### config.mk
export PLATFORM = sky130hd
export DESIGN_NAME = idct_unit_flat
export DESIGN_NICKNAME = d
export VERILOG_FILES = /design/src/rtl/idct_unit_if.sv /design/src/rtl/idct_unit.sv /design/src/flat_wrapper.sv
export SDC_FILE = /design/constraint.sdc
export NUM_CORES = 2
export LEC_CHECK = 0
export CORE_MARGIN = 4
export CORE_UTILIZATION = 45
export CTS_BUF_LIST = sky130_fd_sc_hd__clkbuf_2 sky130_fd_sc_hd__clkbuf_4 sky130_fd_sc_hd__clkbuf_8
export DETAILED_ROUTE_END_ITERATION = 16
export PLACE_DENSITY_LB_ADDON = 0.25
export RECOVER_POWER = 25
export SLEW_MARGIN = 0
export SYNTH_ARGS = -nofsm -noshare
export SYNTH_HDL_FRONTEND = slang
export SYNTH_SLANG_ARGS = --single-unit
### constraint.sdc
create_clock -name clk -period 12.3 [get_ports clk]
set_input_delay 2.46 -clock clk [delete_from_list [all_inputs] [get_ports clk]]
set_output_delay 2.46 -clock clk [all_outputs]
set_load 0.01 [all_outputs]
### src/rtl/idct_unit_if.sv
// idct_unit_if: row-in / column-out stream bundle for idct_unit.
// slave is the transform's view; master is the producer/consumer view.
interface idct_unit_if #(
   parameter int IW = 12,
   parameter int OW = 9
);
   logic            i_valid;
   logic [4*IW-1:0] coef_in;
   logic            o_valid;
   logic            o_first;
   logic [4*OW-1:0] res_out;

   modport slave  (input  i_valid, coef_in, output o_valid, o_first, res_out);
   modport master (output i_valid, coef_in, input  o_valid, o_first, res_out);
endinterface

### src/rtl/idct_unit.sv
// idct_unit: streaming 4x4 inverse integer transform: row pass, ping-pong transpose, column pass.
// Optional macro IDCT_SAT_EN saturates column outputs to OW bits; otherwise they wrap.
module idct_unit #(
   parameter int IW = 12,
   parameter int OW = 9
) (
   input  logic       clk,
   input  logic       rstn,
   idct_unit_if.slave bus
);
   typedef logic signed [27:0] acc_t;
   typedef logic signed [15:0] mid_t;
   typedef enum logic {IDLE, RUN} state_t;

`ifdef IDCT_SAT_EN
   localparam acc_t OMAX = (28'sd1 <<< (OW - 1)) - 28'sd1;
   localparam acc_t OMIN = -(28'sd1 <<< (OW - 1));
`endif

   function automatic void bfly(input acc_t c0, input acc_t c1, input acc_t c2, input acc_t c3,
                                output acc_t y0, output acc_t y1, output acc_t y2, output acc_t y3);
      acc_t e0, e1, o0, o1;
      e0 = (c0 + c2) <<< 6;
      e1 = (c0 - c2) <<< 6;
      o0 = 28'sd83 * c1 + 28'sd36 * c3;
      o1 = 28'sd36 * c1 - 28'sd83 * c3;
      y0 = e0 + o0;
      y1 = e1 + o1;
      y2 = e1 - o1;
      y3 = e0 - o0;
   endfunction

   function automatic mid_t rnd_row(input acc_t y);
      return mid_t'((y + 28'sd64) >>> 7);
   endfunction

   function automatic logic signed [OW-1:0] rnd_col(input acc_t y);
      acc_t t;
      t = (y + 28'sd2048) >>> 12;
`ifdef IDCT_SAT_EN
      if (t > OMAX)
         t = OMAX;
      else if (t < OMIN)
         t = OMIN;
`endif
      return OW'(t);
   endfunction

   // Row pass: butterfly on the incoming row, result registered with its slot index
   acc_t rc [4];
   acc_t ry [4];
   mid_t row_d [4];
   mid_t row_q [4];
   logic       wvld_q;
   logic [1:0] wslot_q;
   logic [1:0] wr_row_q;

   always_comb begin
      for (int k = 0; k < 4; k++)
         rc[k] = acc_t'(signed'(bus.coef_in[IW*k +: IW]));
      bfly(rc[0], rc[1], rc[2], rc[3], ry[0], ry[1], ry[2], ry[3]);
      for (int k = 0; k < 4; k++)
         row_d[k] = rnd_row(ry[k]);
   end

   always_ff @(posedge clk) begin
      if (bus.i_valid)
         for (int k = 0; k < 4; k++)
            row_q[k] <= row_d[k];
   end

   always_ff @(posedge clk or negedge rstn) begin
      if (!rstn) begin
         wvld_q   <= 1'b0;
         wslot_q  <= 2'd0;
         wr_row_q <= 2'd0;
      end else begin
         wvld_q <= bus.i_valid;
         if (bus.i_valid) begin
            wslot_q  <= wr_row_q;
            wr_row_q <= wr_row_q + 2'd1;
         end
      end
   end

   // Transpose: two banks of 4x4 row-pass results
   mid_t       mem_q [2][4][4];
   logic       wr_bank_q;
   logic [1:0] full_q;
   logic       wr3;

   assign wr3 = wvld_q && (wslot_q == 2'd3);

   always_ff @(posedge clk) begin
      if (wvld_q)
         for (int k = 0; k < 4; k++)
            mem_q[wr_bank_q][wslot_q][k] <= row_q[k];
   end

   // Column-pass control
   state_t     state_q, state_d;
   logic [1:0] rd_col_q, rd_col_d;
   logic       rd_bank_q, rd_bank_d;
   logic       col_en, clr_full;

   always_comb begin
      state_d   = state_q;
      rd_col_d  = rd_col_q;
      rd_bank_d = rd_bank_q;
      col_en    = 1'b0;
      clr_full  = 1'b0;
      case (state_q)
         IDLE: begin
            if (wr3) begin
               state_d   = RUN;
               rd_col_d  = 2'd0;
               rd_bank_d = wr_bank_q;
            end
         end
         RUN: begin
            col_en = 1'b1;
            if (rd_col_q == 2'd3) begin
               clr_full = 1'b1;
               // The other bank may complete on this very edge, so look at the write too
               if (full_q[~rd_bank_q] || (wr3 && (wr_bank_q != rd_bank_q))) begin
                  rd_bank_d = ~rd_bank_q;
                  rd_col_d  = 2'd0;
               end else begin
                  state_d = IDLE;
               end
            end else begin
               rd_col_d = rd_col_q + 2'd1;
            end
         end
         default: state_d = IDLE;
      endcase
   end

   always_ff @(posedge clk or negedge rstn) begin
      if (!rstn) begin
         state_q   <= IDLE;
         rd_col_q  <= 2'd0;
         rd_bank_q <= 1'b0;
         wr_bank_q <= 1'b0;
         full_q    <= 2'b00;
      end else begin
         state_q   <= state_d;
         rd_col_q  <= rd_col_d;
         rd_bank_q <= rd_bank_d;
         if (clr_full)
            full_q[rd_bank_q] <= 1'b0;
         if (wr3) begin
            full_q[wr_bank_q] <= 1'b1;
            wr_bank_q         <= ~wr_bank_q;
         end
      end
   end

   // Column pass: butterfly down the selected column, registered output
   acc_t cc [4];
   acc_t cy [4];
   logic [4*OW-1:0] res_d;
   logic [4*OW-1:0] res_q;
   logic            o_valid_q, o_first_q;

   always_comb begin
      res_d = '0;
      for (int n = 0; n < 4; n++)
         cc[n] = acc_t'(mem_q[rd_bank_q][n][rd_col_q]);
      bfly(cc[0], cc[1], cc[2], cc[3], cy[0], cy[1], cy[2], cy[3]);
      for (int i = 0; i < 4; i++)
         res_d[OW*i +: OW] = rnd_col(cy[i]);
   end

   always_ff @(posedge clk or negedge rstn) begin
      if (!rstn) begin
         o_valid_q <= 1'b0;
         o_first_q <= 1'b0;
         res_q     <= '0;
      end else begin
         o_valid_q <= col_en;
         o_first_q <= col_en && (rd_col_q == 2'd0);
         if (col_en)
            res_q <= res_d;
      end
   end

   assign bus.o_valid = o_valid_q;
   assign bus.o_first = o_first_q;
   assign bus.res_out = res_q;
endmodule

### src/flat_wrapper.sv
// flat-port wrapper written by rule: the top's interface ports become plain ports
module idct_unit_flat 
#(
   parameter int IW = 12,
   parameter int OW = 9
)
  (clk, rstn, bus_i_valid, bus_coef_in, bus_o_valid, bus_o_first, bus_res_out);
  idct_unit_if #(.IW(IW), .OW(OW)) bus_i ();
  input  logic clk;
  input  logic rstn;
  input wire logic [$bits(bus_i.i_valid)-1:0] bus_i_valid;
  input wire logic [$bits(bus_i.coef_in)-1:0] bus_coef_in;
  output wire logic [$bits(bus_i.o_valid)-1:0] bus_o_valid;
  output wire logic [$bits(bus_i.o_first)-1:0] bus_o_first;
  output wire logic [$bits(bus_i.res_out)-1:0] bus_res_out;
  assign bus_i.i_valid = bus_i_valid;
  assign bus_i.coef_in = bus_coef_in;
  assign bus_o_valid = bus_i.o_valid;
  assign bus_o_first = bus_i.o_first;
  assign bus_res_out = bus_i.res_out;
  idct_unit #(.IW(IW), .OW(OW)) u_core (.clk(clk), .rstn(rstn), .bus(bus_i));
endmodule
Word-level counts from Yosys, hierarchy flattened
Memories as Yosys holds them, arrays and structs flattened.
Index checks and enable logic that the tools add are counted.
Widths: inputs -> output; s select.
Word-level totals
  register bits after elaboration: 50
  bits in writable memories: 576
  output and inout port bits: 38
  word-level logic and storage cells: 1666
  memories: 2
Memory list
  u_core.mem_q: words 2, width 256, read ports 1, clocked after Yosys merged registers in 0, wr ports 1, RTL line idct_unit.sv:87  | mid_t mem_q [2][4][4];
  u_core.row_q: words 4, width 16, read ports 4, clocked after Yosys merged registers in 0, wr ports 4, RTL line idct_unit.sv:53  | mid_t row_q [4];
Operators by class
  $add $sub $neg: 26
  multipliers: 8
  order comparisons: 8
  eq/ne operators: 7
  multiplexer cells: 818
  bitwise gates (word level): 776
  reduce and logical (&&, ||, !) cells: 10
Operators by type and width (count)
  $mux 256: 4
  $mux 1: 784
  $or 1x1->1: 768
  $demux 64 s2: 4
  $bmux 16 s2: 4
  $add 23x8->23 const B: 4
  $add 21x13->21 const B: 4
  $mux 16: 5
  $add 23x23->23: 3
  $sub 23x23->23: 3
  $mux 64: 1
  $add 21x21->21: 3
  $sub 21x21->21: 3
  $mux 15: 4
  $mux 48: 1
  $mul 8x16->21 const A: 2
  $mul 8x12->20 const A: 2
  $mul 5x16->19 const A: 2
  $mul 5x12->17 const A: 2
  $mux 32: 1
  $add 15x15->15: 1
  $sub 15x15->15: 1
  $add 12x12->13: 1
  $sub 12x12->13: 1
  other kinds (24): 45

Longest topological paths before layout
  depth in word-level cells: 9
  depth in mapped cells: 42
  gate-level depth less buffers: 38

Worst setup path after synthesis
Ideal clock, no wire load.
  path kind: reg-to-reg
  start point: register u_core.rd_bank_q
  end point: register u_core.res_q[8] (netlist: u_core.bus.res_out[8])
  library setup time: 0.125 ns
  data arrival time: 9.523 ns
  data required time: 12.175 ns
  setup slack: 2.653 ns
  cell stages (with the launch flop): 40
  path through: dfrtp_1 > buf_2 > buf_1 > clkbuf_1 > buf_1 > mux4_2 > nand2_1 > nand2_1 > ha_1 > ha_1 > inv_1 > fa_1 > nor2b_1 > o31a_1 > o21ai_0 > nand2b_1 > xor2_1 > fa_1 > [... 4 more ...] > inv_1 > ha_1 > and2_1 > o21bai_1 > o41ai_1 > o21bai_1 > a21o_1 > xor2_1 > ha_1 > ha_1 > and3_1 > o211a_1 > o31a_1 > o21ai_0 > nand2b_1 > xor2_1 > xnor2_1 > mux2_2
On the way
  cells in the longest elaborated chain, start to end: 8
Ends and longest elaborated chain
  from (decl): RTL line idct_unit.sv:103  | logic rd_bank_q, rd_bank_d;
  from (signal assigned): RTL line idct_unit.sv:149  | rd_bank_q <= rd_bank_d;
  $mem_v2 2x256 *
  $bmux 16 s2: RTL line idct_unit.sv:169  | cc[n] = acc_t'(mem_q[rd_bank_q][n][rd_col_q]);
  $mux 16 (implied by the code) (2 in a row): RTL line idct_unit.sv:169
  $mul 8x16->21 / $mul 5x16->19 (equally long branches): RTL line idct_unit.sv:25  | o0 = 28'sd83 * c1 + 28'sd36 * c3;
  $add 21x21->21: RTL line idct_unit.sv:25
  $add 21x21->21 *: RTL line idct_unit.sv:27  | y0 = e0 + o0;
  $add 21x13->21 *: RTL line idct_unit.sv:39  | t = (y + 28'sd2048) >>> 12;
  to (signal assigned): RTL line idct_unit.sv:184  | res_q <= res_d;
  to (decl): RTL line idct_unit.sv:163  | logic [4*OW-1:0] res_q;
Mark *: on every way between the ends. The rest lies on a longest branch, timed or not. The select of a mux whose other input is x is not followed.
A chain may end at the register's enable or synchronous reset.

Final worst setup path
  start point: register u_core.rd_col_q[0]
  end point: register u_core.res_q[8] (netlist: u_core.bus.res_out[8])
On the way
  cells in the longest elaborated chain, start to end: 8
Ends and longest elaborated chain
  from (decl): RTL line idct_unit.sv:102  | logic [1:0] rd_col_q, rd_col_d;
  from (signal assigned): RTL line idct_unit.sv:148  | rd_col_q <= rd_col_d;
  $not 2->3 (implied by the code) *: RTL line idct_unit.sv:169
  $bmux 16 s2: RTL line idct_unit.sv:169
  $mux 16 (implied by the code) (2 in a row): RTL line idct_unit.sv:169
  $mul 8x16->21 / $mul 5x16->19 (equally long branches): RTL line idct_unit.sv:25
  $add 21x21->21: RTL line idct_unit.sv:25
  $add 21x21->21 *: RTL line idct_unit.sv:27
  $add 21x13->21 *: RTL line idct_unit.sv:39
Marks and branches as above.

==> results.txt <==
The run finished, with violations left. The checks that failed: max-capacitance violations, max-slew violations. At the pin with the least slew margin, the transition time is 2.810 ns. For the finished layout, the period the worst path requires is 9.858 ns.

The tools report the critical path data required time as 12.89 ns. The endpoint identified for the worst register-to-register timing path is u_core.bus.res_out[8]$_DFFE_PN0P_. The via-per-instance ratio came out at 5.289. The first detailed-routing pass took 5 iterations. Counting flops with an async set or reset pin after synthesis yields a share of 8.197%. Adding up every negative setup slack in the final design gives 0 ns.

Once the clock tree was built, the setup fixing pass inserted 0 buffers. Setup repair after global routing left no endpoint under its margin. The busiest layer in global routing was met2. Counting the fill cells in the layout gives 8,948.

In the global route stage, met3 resource usage came out at 2.103%. The most numerous cell type found on the critical path is ha_1. DRC violation total after the first TritonRoute iteration: 1,490. The area of the die came out at 105,000 um^2.

The via count of the first global-routing pass is 29,880. The mean area per synthesized cell is 11.22 um^2. The share of layout cells above drive strength 1 came out at 8.994%. The routed layout has 29,159 vias. Once the floorplan was initialized, standard cells occupied 45.51% of the core. Among all flip-flop cells after synthesis, the most frequent one is edfxtp_1.

Post-route fraction of the period consumed by the critical path: 80.15%. Dividing the detail-routed wire length by the instance count gives 18.39 um. Counting every net in the synthesized netlist gives 4,832. Signed area change from the synthesized netlist to the final layout: 10.05%. The startpoint identified for the worst hold timing path is u_core.wr_row_q[0]$_DFFE_PN0P_.

For this block, the routed nets add up to 101,400 um of wire. Total count of max-transition violations in the final report: 120. The post-cts gate resize count came out at 0.

The first global-routing pass estimated 161,100 um of wire. The worst pin sits at a relative slew slack of -87.36%. The floorplan has 115 rows. The largest stage delay on the critical path works out to 0.95 ns.

89 I/O pins were placed. After detailed routing, the number of remaining DRC violations is 0. Summed over all layers, the global routing overflow is 0.

The clock sink count is 610, and the number of cells on the worst hold path is 1. The sequential share of the synthesized area is 40.22%, and the maximum number of pins on one net before global-route repair is 70. In the layout the commonest cells are ha_1, nand2_1, edfxtp_1.

The run gives 3 as the reported max-cap violation count. The path with the worst hold slack has its endpoint at u_core.wr_row_q[0]$_DFFE_PN0P_. Routability-driven placement finished with a final weighted congestion of 0.8422. The worst setup path is captured at a flop. Global routing used 25.19% of the available met1 tracks.

Synthesis produced a netlist whose cell count is 4,005. The tools report the HPWL reported at the end of detailed placement as 77,020 um. The number of buffers on the longest clock path was 3. The logs give 84 for the count of distinct cell types in the synthesized netlist and 1 for the initial antenna violation count.

The path class of the tightest hold or removal check is flop to flop. Across every metal layer, demand over resource in global routing totals 19.57%. The cell depth of the worst flop-to-flop path is 33, and the final net count is 4,969. The count of hold buffers inserted by post-cts repair was 0.

TritonCTS built the clock tree. The later-pin clock latency in the skew report was 0.72 ns. Number of buffers created by CTS: 97. The die is 324.0 um tall. The clock input transition at the sequential cells of the worst setup and hold paths works out to 0.06 ns.

The kind of start point of the critical path was a flop. The H-tree generated during clock tree synthesis spans 3 levels. For the post-detailed-route count of antenna-violating nets, the log shows 0. The logs give 2.44 ns for the setup slack on the worst flop-to-flop path and 101.4 MHz for the maximum frequency from static timing analysis. The die outline width came out at 324.0 um. The core region is 98,710 um^2.

The run gives 0 as the hold violation total from the final report. On the critical path, the stage with the largest delay is an instance of dfrtp_4. Setup violations remaining at the end of the flow were counted as 0. The launch point of the worst reg-to-reg path was u_core.rd_col_q[0]$_DFFE_PN0P_.

For met2 alone, demand over resource in global routing was 35.64%. Between clock sinks in the finished design, the worst skew comes to 0.03086 ns. Data on the critical path arrives at its endpoint at 10.45 ns. Category of the most critical setup path: flop to flop. The Yosys step of the flow raised 0 warnings. In this run the clock root is driven by a clkbuf_8. In this run the worst path has a maximum fanout of 48. Summing every instance area after synthesis gives 44,920 um^2. The total of buffers placed on input and output ports came out at 88. The library cell used most frequently in the layout, excluding fill and tap cells, is ha_1. Synthesis inferred 610 register bits. The synthesized design contains 560 enable-type register cells.
[logic make-up (layout without fill, tap and decap cells)]
group / count (synthesis) / after routing / share of synthesized area (%)
flops: 610 / 610 / 40.22
buf+inv: 627 / 847 / 5.303
fa+ha+maj: 776 / 776 / 23.85
xor+xnor: 285 / 285 / 5.556
other cells: 0 / 1 / 0
compound gates: 574 / 574 / 8.339
mux: 157 / 157 / 7.116
simple gates: 976 / 976 / 9.617
[area by class of cell]
type                    count  area (um^2)  area share [%]
diodes                      1        2.502        0.005062
clock buffers             145         1702           3.442
clock inverters            37        386.6          0.7820
repair buffers            119         1101           2.227
inverters                 546         2049           4.146
flip-flops and latches    610        18080           36.57
multi-input cells        2768        24510           49.57
well taps                1287         1610           3.257
[per-layer routing]
| metal | part of all wire (%) | up-vias |
|---|---|---|
| li1 | - | 14257 |
| met1 | 43 | 14205 |
| met2 | 50 | 583 |
| met3 | 4.5 | 114 |
| met4 | 1.8 | 0 |
| met5 | 0 | - |
[critical path: cells and delay by family, from the launching register on]
kind,cells,cell delay [ns]
compound gates,9,2.82
xor+xnor,4,0.58
fa+ha+maj,10,3.36
buf+inv,4,0.38
flops,1,0.95
mux,3,1.25
simple gates,3,0.37
[per-stage QoR]
| stage | hold slack [ns] | cells | setup slack [ns] | instance area, um^2 | utilization, % |
|---|---|---|---|---|---|
| 6_report | 0.4734 | 5513 | 2.442 | 49440 | 50.08 |
| 3_3_place_gp | 0.4557 | 5330 | 2.168 | 47380 | 48.00 |
| 3_5_place_dp | 0.4603 | 5330 | 2.104 | 47380 | 48.00 |
| 2_1_floorplan | 0.3519 | 4005 | 2.653 | 44920 | - |
| 5_1_grt | 0.4874 | 5513 | 1.910 | 49440 | 50.08 |
| 4_1_cts | 0.4738 | 5512 | 2.317 | 49460 | 50.11 |
[worst max-delay path by stage]
stage                                   start                           endpoint  slack (ns)  depth (start not counted)
5_1_grt        u_core.rd_col_q[0]$_DFFE_PN0P_  u_core.bus.res_out[8]$_DFFE_PN0P_        1.91                         33
3_5_place_dp                  bus_coef_in[17]      u_core.row_q[3][15]$_DFFE_PP_        2.10                         29
3_3_place_gp                  bus_coef_in[17]      u_core.row_q[3][15]$_DFFE_PP_        2.17                         29
4_1_cts        u_core.rd_col_q[0]$_DFFE_PN0P_  u_core.bus.res_out[8]$_DFFE_PN0P_        2.32                         33
2_1_floorplan    u_core.rd_bank_q$_DFFE_PN0P_  u_core.bus.res_out[8]$_DFFE_PN0P_        2.65                         39
6_report       u_core.rd_col_q[0]$_DFFE_PN0P_  u_core.bus.res_out[8]$_DFFE_PN0P_        2.44                         33
[cells in the mapped netlist, types with 4 or more instances]
cell type  instances  area share (%)
and2_1            36            0.50
o21ai_0          100             1.1
nand4_1            9            0.13
a41oi_1            4           0.078
nor3b_1            5           0.084
or3_1             18            0.25
o21bai_1          36            0.60
inv_1            543             4.5
o21a_1            30            0.50
nor3_1            46            0.51
and3_1            20            0.28
xor2_1            88             1.7
clkbuf_1          44            0.37
nand2b_1          40            0.56
o311ai_0           5           0.097
xnor2_1          197             3.8
a31oi_1           12            0.17
a31o_2             5           0.097
a21o_1           110             1.8
nor2_1           139             1.2
o2111ai_1          7            0.14
o31a_1             8            0.16
nor2b_1           40            0.56
o41ai_1            7            0.14
nand3b_1           5           0.084
a21boi_0          19            0.32
buf_2              4           0.045
buf_1             31            0.26
mux4_2           114             5.7
fa_1             134             6.0
nand3_1           35            0.39
mux4_1             8            0.47
nand2_1          560             4.7
or2_2              6           0.084
o21ai_1            4           0.045
a21oi_1          167             1.9
edfxtp_1         560              37
o31ai_1           10            0.17
o211ai_1          11            0.18
a2111oi_0          5           0.097
dfrtp_1           50             2.8
ha_1             642              18
mux2_2            28            0.70
[flip-flops by register name, indices dropped and copies added, names as in the netlist]
register	count
u_core.state_q	1
u_core.bus.o_first	1
u_core.rd_bank_q	1
u_core.mem_q	496
u_core.wvld_q	1
u_core.rd_col_q	2
u_core.full_q	2
u_core.bus.o_valid	1
u_core.wr_bank_q	1
u_core.bus.res_out	36
u_core.row_q	64
u_core.wr_row_q	2
u_core.wslot_q	2
Power is not shown: default switching activity piles up to over one toggle a cycle in this logic, so the estimate is an artifact.
